`config.mk`:
```
export PLATFORM = sky130hd
export DESIGN_NAME = mux_l2
export DESIGN_NICKNAME = d
export VERILOG_FILES = /design/src/rtl/mux_l2_pkg.sv /design/src/rtl/pair_fifo.sv /design/src/rtl/mux_l2.sv
export SDC_FILE = /design/constraint.sdc
export NUM_CORES = 1
export LEC_CHECK = 0
export BUFFER_PORTS_ARGS = -buffer_cell sky130_fd_sc_hd__buf_2
export CORE_ASPECT_RATIO = 2
export CORE_UTILIZATION = 55
export DETAILED_ROUTE_END_ITERATION = 6
export HOLD_SLACK_MARGIN = 0.05
export PLACE_DENSITY = 0.8
export SYNTH_ARGS = -nofsm -noshare
export SYNTH_HDL_FRONTEND = slang
export SYNTH_SLANG_ARGS = --single-unit
```
`constraint.sdc`:
```
create_clock -name cclk -period 2 [get_ports cclk]
set_input_delay 0.5 -clock cclk [delete_from_list [all_inputs] [get_ports cclk]]
set_output_delay 0.5 -clock cclk [all_outputs]
set_load 0.1 [all_outputs]
```
`src/rtl/mux_l2_pkg.sv`:
```
// Shared definitions for the two-lane to one-lane byte multiplexer:
// output FSM encoding, the idle byte value and the pair-word field layout.
package mux_l2_pkg;

  typedef enum logic [1:0] {
    IDLE  = 2'd0,
    SEND0 = 2'd1,
    SEND1 = 2'd2
  } state_t;

  localparam logic [7:0] IDLE_BYTE = 8'h00;

  // Pair word, LSB first: data0, valid0, data1, valid1.
  function automatic int pair_w(input int dw);
    return 2 * dw + 2;
  endfunction

  function automatic int v0_pos(input int dw);
    return dw;
  endfunction

  function automatic int d1_lsb(input int dw);
    return dw + 1;
  endfunction

  function automatic int v1_pos(input int dw);
    return 2 * dw + 1;
  endfunction

endpackage

```
`src/rtl/pair_fifo.sv`:
```
// Synchronous show-ahead FIFO holding byte pairs; full/empty are registered
// so downstream readiness never depends on same-cycle push/pop activity.
module pair_fifo #(
  parameter int DEPTH = 4,
  parameter int W     = 18
) (
  input  logic         clk,
  input  logic         rst,
  input  logic         push,
  input  logic         pop,
  input  logic [W-1:0] din,
  output logic [W-1:0] dout,
  output logic         full,
  output logic         empty
);

  localparam int AW = $clog2(DEPTH);
  localparam int CW = AW + 1;

  logic [W-1:0]  mem [DEPTH];
  logic [AW-1:0] wr_ptr;
  logic [AW-1:0] rd_ptr;
  logic [CW-1:0] count;
  logic [CW-1:0] count_n;
  logic          do_push;
  logic          do_pop;

  assign do_push = push && !full;
  assign do_pop  = pop && !empty;
  assign dout    = mem[rd_ptr];

  // NOTE: every variable assigned in always_comb gets a default first, so no
  // path leaves it unassigned and no latch is inferred.
  always_comb begin
    count_n = count;
    if (do_push && !do_pop) begin
      count_n = count + CW'(1);
    end else if (do_pop && !do_push) begin
      count_n = count - CW'(1);
    end
  end

  // NOTE: sequential state uses non-blocking assignments so every flop samples
  // the pre-edge values, independent of statement order.
  always_ff @(posedge clk or posedge rst) begin
    if (rst) begin
      wr_ptr <= '0;
      rd_ptr <= '0;
      count  <= '0;
      full   <= 1'b0;
      empty  <= 1'b1;
    end else begin
      count <= count_n;
      full  <= (count_n == CW'(DEPTH));
      empty <= (count_n == '0);
      if (do_push) wr_ptr <= wr_ptr + AW'(1);
      if (do_pop)  rd_ptr <= rd_ptr + AW'(1);
    end
  end

  // NOTE: the storage array is deliberately not reset; occupancy is tracked by
  // count, so stale entries are never observed and the array maps to plain RAM.
  always_ff @(posedge clk) begin
    if (do_push) mem[wr_ptr] <= din;
  end

endmodule

```
`src/rtl/mux_l2.sv`:
```
// Two-lane to one-lane byte multiplexer: samples a byte pair every other cycle
// and streams lane0 then lane1. Optional macro MUXL2_SKIP_IDLE_EN drops invalid slots.
module mux_l2
  import mux_l2_pkg::*;
#(
  parameter int DEPTH = 4,
  parameter int DW    = 8
) (
  input  logic          cclk,
  input  logic          reset,
  input  logic          valid_in0,
  input  logic [DW-1:0] data_in0,
  input  logic          valid_in1,
  input  logic [DW-1:0] data_in1,
  output logic          in_ready,
  input  logic          out_ready,
  output logic          valid_out,
  output logic [DW-1:0] data_out,
  output logic          phase,
  output logic          overflow
);

  localparam int PW = pair_w(DW);
  localparam int V0 = v0_pos(DW);
  localparam int D1 = d1_lsb(DW);
  localparam int V1 = v1_pos(DW);
  localparam logic [DW-1:0] IDLE_W = DW'(IDLE_BYTE);

`ifdef MUXL2_SKIP_IDLE_EN
  localparam bit SKIP_IDLE = 1'b1;
`else
  localparam bit SKIP_IDLE = 1'b0;
`endif

  logic [PW-1:0] head;
  logic          head_v0;
  logic [DW-1:0] head_d0;
  logic          head_v1;
  logic [DW-1:0] head_d1;
  logic          full;
  logic          empty;
  logic          sample;
  logic          push;
  logic          pop;

  state_t        state;
  state_t        state_n;
  state_t        load_state;
  logic          load_valid;
  logic [DW-1:0] load_data;
  logic          advance;
  logic          hold_v1;
  logic          hold_v1_n;
  logic [DW-1:0] hold_d1;
  logic [DW-1:0] hold_d1_n;
  logic          valid_n;
  logic [DW-1:0] data_n;

  assign head_d0 = head[DW-1:0];
  assign head_v0 = head[V0];
  assign head_d1 = head[D1 +: DW];
  assign head_v1 = head[V1];

  // Full is judged on the registered count: a pop on the sample edge does not
  // make room for the pair being offered.
  assign sample   = !phase && (valid_in0 || valid_in1);
  assign push     = sample && !full;
  assign in_ready = !full;

  pair_fifo #(
    .DEPTH (DEPTH),
    .W     (PW)
  ) u_fifo (
    .clk   (cclk),
    .rst   (reset),
    .push  (push),
    .pop   (pop),
    .din   ({valid_in1, data_in1, valid_in0, data_in0}),
    .dout  (head),
    .full  (full),
    .empty (empty)
  );

  always_ff @(posedge cclk or posedge reset) begin
    if (reset) begin
      phase    <= 1'b0;
      overflow <= 1'b0;
    end else begin
      phase <= ~phase;
      if (sample && full) overflow <= 1'b1;
    end
  end

  // First slot of the FIFO head pair when it is popped.
  always_comb begin
    load_state = SEND0;
    load_valid = head_v0;
    load_data  = head_v0 ? head_d0 : IDLE_W;
    if (SKIP_IDLE && !head_v0) begin
      load_state = SEND1;
      load_valid = head_v1;
      load_data  = head_v1 ? head_d1 : IDLE_W;
    end
  end

  always_comb begin
    state_n   = state;
    hold_v1_n = hold_v1;
    hold_d1_n = hold_d1;
    valid_n   = valid_out;
    data_n    = data_out;
    pop       = 1'b0;
    advance   = 1'b0;

    case (state)
      IDLE: advance = 1'b1;
      SEND0: begin
        if (out_ready) begin
          if (SKIP_IDLE && !hold_v1) begin
            advance = 1'b1;
          end else begin
            state_n = SEND1;
            valid_n = hold_v1;
            data_n  = hold_v1 ? hold_d1 : IDLE_W;
          end
        end
      end
      SEND1: advance = out_ready;
      default: begin
        state_n = IDLE;
        valid_n = 1'b0;
        data_n  = IDLE_W;
      end
    endcase

    // Current pair finished (or none active): fetch the next one or go idle.
    if (advance) begin
      if (!empty) begin
        pop       = 1'b1;
        state_n   = load_state;
        valid_n   = load_valid;
        data_n    = load_data;
        hold_v1_n = head_v1;
        hold_d1_n = head_d1;
      end else begin
        state_n = IDLE;
        valid_n = 1'b0;
        data_n  = IDLE_W;
      end
    end
  end

  always_ff @(posedge cclk or posedge reset) begin
    if (reset) begin
      state     <= IDLE;
      hold_v1   <= 1'b0;
      hold_d1   <= '0;
      valid_out <= 1'b0;
      data_out  <= IDLE_W;
    end else begin
      state     <= state_n;
      hold_v1   <= hold_v1_n;
      hold_d1   <= hold_d1_n;
      valid_out <= valid_n;
      data_out  <= data_n;
    end
  end

endmodule

```
==> metrics <==
DP HPWL 4540 um; reg2reg path depth 4; cell count after placement 352; Hold Vio Cnt, Final 0; R2R Path End data_out[1]; DIE AREA 0.00790 mm2; GR Util All Layers 19.1%; worst-margin pin slew 0.591 ns; via/cell ratio 5.72; fin crit period 1.92 ns; Max Fanout on Critical Path 7; R2R Setup Slk 0.28 ns; Setup crit end kind output port; CTS clk-pin slew, worst paths 0.06 ns; Worst path slowest cell dfrtp_2; Final Skew 0.00524 ns; post-synthesis sequential area ratio 71.0%; post-synth top area cell edfxtp_1; Leak Pwr 1.83 nW; Antenna Nets Post-Route 0; vias after detailed routing 2098; first-pass detailed-route iteration total 4; post-synthesis instance total 225; Die H 125 um; FP Rows 44; post-synthesis net count 252; I/O pins 33; largest cells by area after synthesis edfxtp_1 (52%), dfrtp_1 (18%), mux4_1 (9.5%); synth unique cells 40; clk_lat worst skew 0.34 ns; number of enable flip-flop cells after synthesis 72; Worst VDD drop 779 uV; clock root cell clkbuf_16; DRT iter0 DRCs 170; kind of critical path reg -> out; sw frac 33.9%; Initial Utilization 57.0%; internal power 5.01 mW; RSZ-0062 raised after global routing no; Residual DRC 0; Rel. slew slack 60.6%; Clk pwr share 23.1%; status finished clean; CTS tree done; CP required 1.50 ns; Flop pwr share 42.0%; # fillers 511; grt total ovfl 0; clock buffer count from CTS 9; n_diodes 0; Yosys reg bits 103; yosys warns 0; Synth Flop Type edfxtp_1; most frequent cell after synthesis edfxtp_1; hold_buf cts 0; largest net degree at the start of global routing 32; MaxCap Viol Count 0; drt total wl 6650 um; Max clock buf depth 2; die width 63.4 um; Cell Area, Synth 0.00414 mm2; number of setup violations in the final report 0; switching power 2.57 mW; mean post-synth cell area 18.4 um2; Tot Pwr 7.59 mW; Setup TNS 0 ns; Comb pwr share 34.9%; initial antenna violation count 0; I/O Buffers 32; synth cell count leaders edfxtp_1 (72), dfrtp_1 (30), mux4_1 (15), nor2_1 (15), a21oi_1 (10); GPL Wtd Cong 0.783; Layout area overhead 15.2%; CTS HTree Levels 3; CP Launch Type flop; Peak Freq 0.522 GHz; PD cells 1590 mW/mm2; Post-synth ARST share 30.1%; arrival time worst endpoint 1.42 ns; core area 0.00727 mm2; clock sink count 103; max-slew violation count 0; number of global-route vias before repair 2190; beginning of the worst register-to-register path u_fifo.rd_ptr[0]; DR WL/cell 18.1 um; Worst Hold Class in -> async; non-filler cells, final 367; area share of the largest cell type after synthesis 52.2%; Final #Nets 298; post-route clock period utilization 95.9%; first-pass GRT wire length 10800 um; cell-by-cell trace of the critical path clkinvlp_4, buf_2; Largest stage delay, worst path 0.47 ns; share of post-route cells with drive strength above 1 28.7%
==> kinds of logic after synthesis <==
kind of cell / after synthesis / synth area share [%]
multiplexers: 27 / 13.6
AO/OA/AOI/OAI: 34 / 6.13
flip-flops: 103 / 71.0
AND/OR/NAND/NOR: 34 / 4.44
buffers and inverters: 16 / 1.99
XOR/XNOR: 5 / 1.06
adder cells (fa/ha/maj): 6 / 1.81
==> final cells by class <==
type | count | area, um2 | share of cell area [%]
inverter | 7 | 30.0 | 0.629
clock inverter | 6 | 76.3 | 1.60
timing repair buffer | 44 | 263 | 5.51
sequential | 103 | 2940 | 61.7
multi-input combinational | 106 | 1120 | 23.5
clock buffer | 9 | 225 | 4.72
tap | 92 | 115 | 2.41
==> flip-flops by register name, summed over array words and instances (netlist names), 2 cells and up <==
signal	cells
state	2
hold_d1	8
data_out	8
u_fifo.rd_ptr	2
u_fifo.count	3
u_fifo.wr_ptr	2
u_fifo.mem	72
==> worst max-delay path, delay by kind of cell (launching register included) <==
family   cells  cell delay (ns)
buf+inv      2             0.60
flops        1             0.47
==> through the flow <==
stage / area (um2) / hold slack, ns / setup slack, ns / utilization (%)
3_3_place_gp: 4470 / 0.442 / 0.192 / 61.5
3_5_place_dp: 4470 / 0.446 / 0.120 / 61.5
4_1_cts: 4770 / 0.239 / 0.0138 / 65.6
6_report: 4770 / 0.229 / 0.0826 / 65.7
2_1_floorplan: 4150 / 0.471 / 0.126 / -
5_1_grt: 4770 / 0.251 / 0.0342 / 65.7
==> per-layer routing <==
| layer | up-vias | part of all wire [%] | wire (um) | GRT usage [%] |
|---|---|---|---|---|
| met1 | 1060 | 38 | 2560 | 21.0 |
| li1 | 980 | - | - | - |
| met5 | - | 0 | 0 | 0 |
| met4 | 0 | 3.2 | 215 | 11.0 |
| met2 | 44 | 55 | 3660 | 32.0 |
| met3 | 14 | 3.2 | 215 | 5.77 |
==> power groups by stage <==
stage	combinational [mW]	clock (mW)	sequential, mW
finish	2.65	1.75	3.19
global placement	2.60	0	3.19
global route	2.86	1.85	3.25
detailed placement	2.66	0	3.23
CTS	2.68	1.78	3.19
floorplan	1.56	0	3.78
==> repair_timing <==
item / in CTS / in global routing
buffers inserted: 0 / 0
endpoints found under the setup margin: 0 / 1
gates resized for setup: 0 / 1
==> worst max path at each step <==
stage | start | endpoint | cells past startpoint
6_report | u_fifo.full | in_ready | 2
5_1_grt | u_fifo.full | in_ready | 2
4_1_cts | u_fifo.full | in_ready | 2
3_5_place_dp | out_ready | u_fifo.full | 5
3_3_place_gp | out_ready | u_fifo.full | 5
2_1_floorplan | phase | u_fifo.mem[0][0] | 2
==> cell usage in the layout (no fill, tap or decap), types with 2 or more instances in the layout <==
master,n
nand2_1,3
inv_1,6
a2bb2oi_1,2
ha_1,6
a22oi_1,8
bufinv_16,2
buf_4,11
o21ai_0,2
edfxtp_1,72
nor2_1,15
dfrtp_1,28
clkbuf_16,9
and3b_1,2
clkinv_1,3
and3_1,5
dfrtp_2,2
xnor2_1,4
a21oi_1,10
nand2b_1,3
mux4_2,3
o211ai_1,2
mux2_2,9
buf_2,32
o2111ai_1,2
mux4_1,15
(Power assumes the default switching activity.)
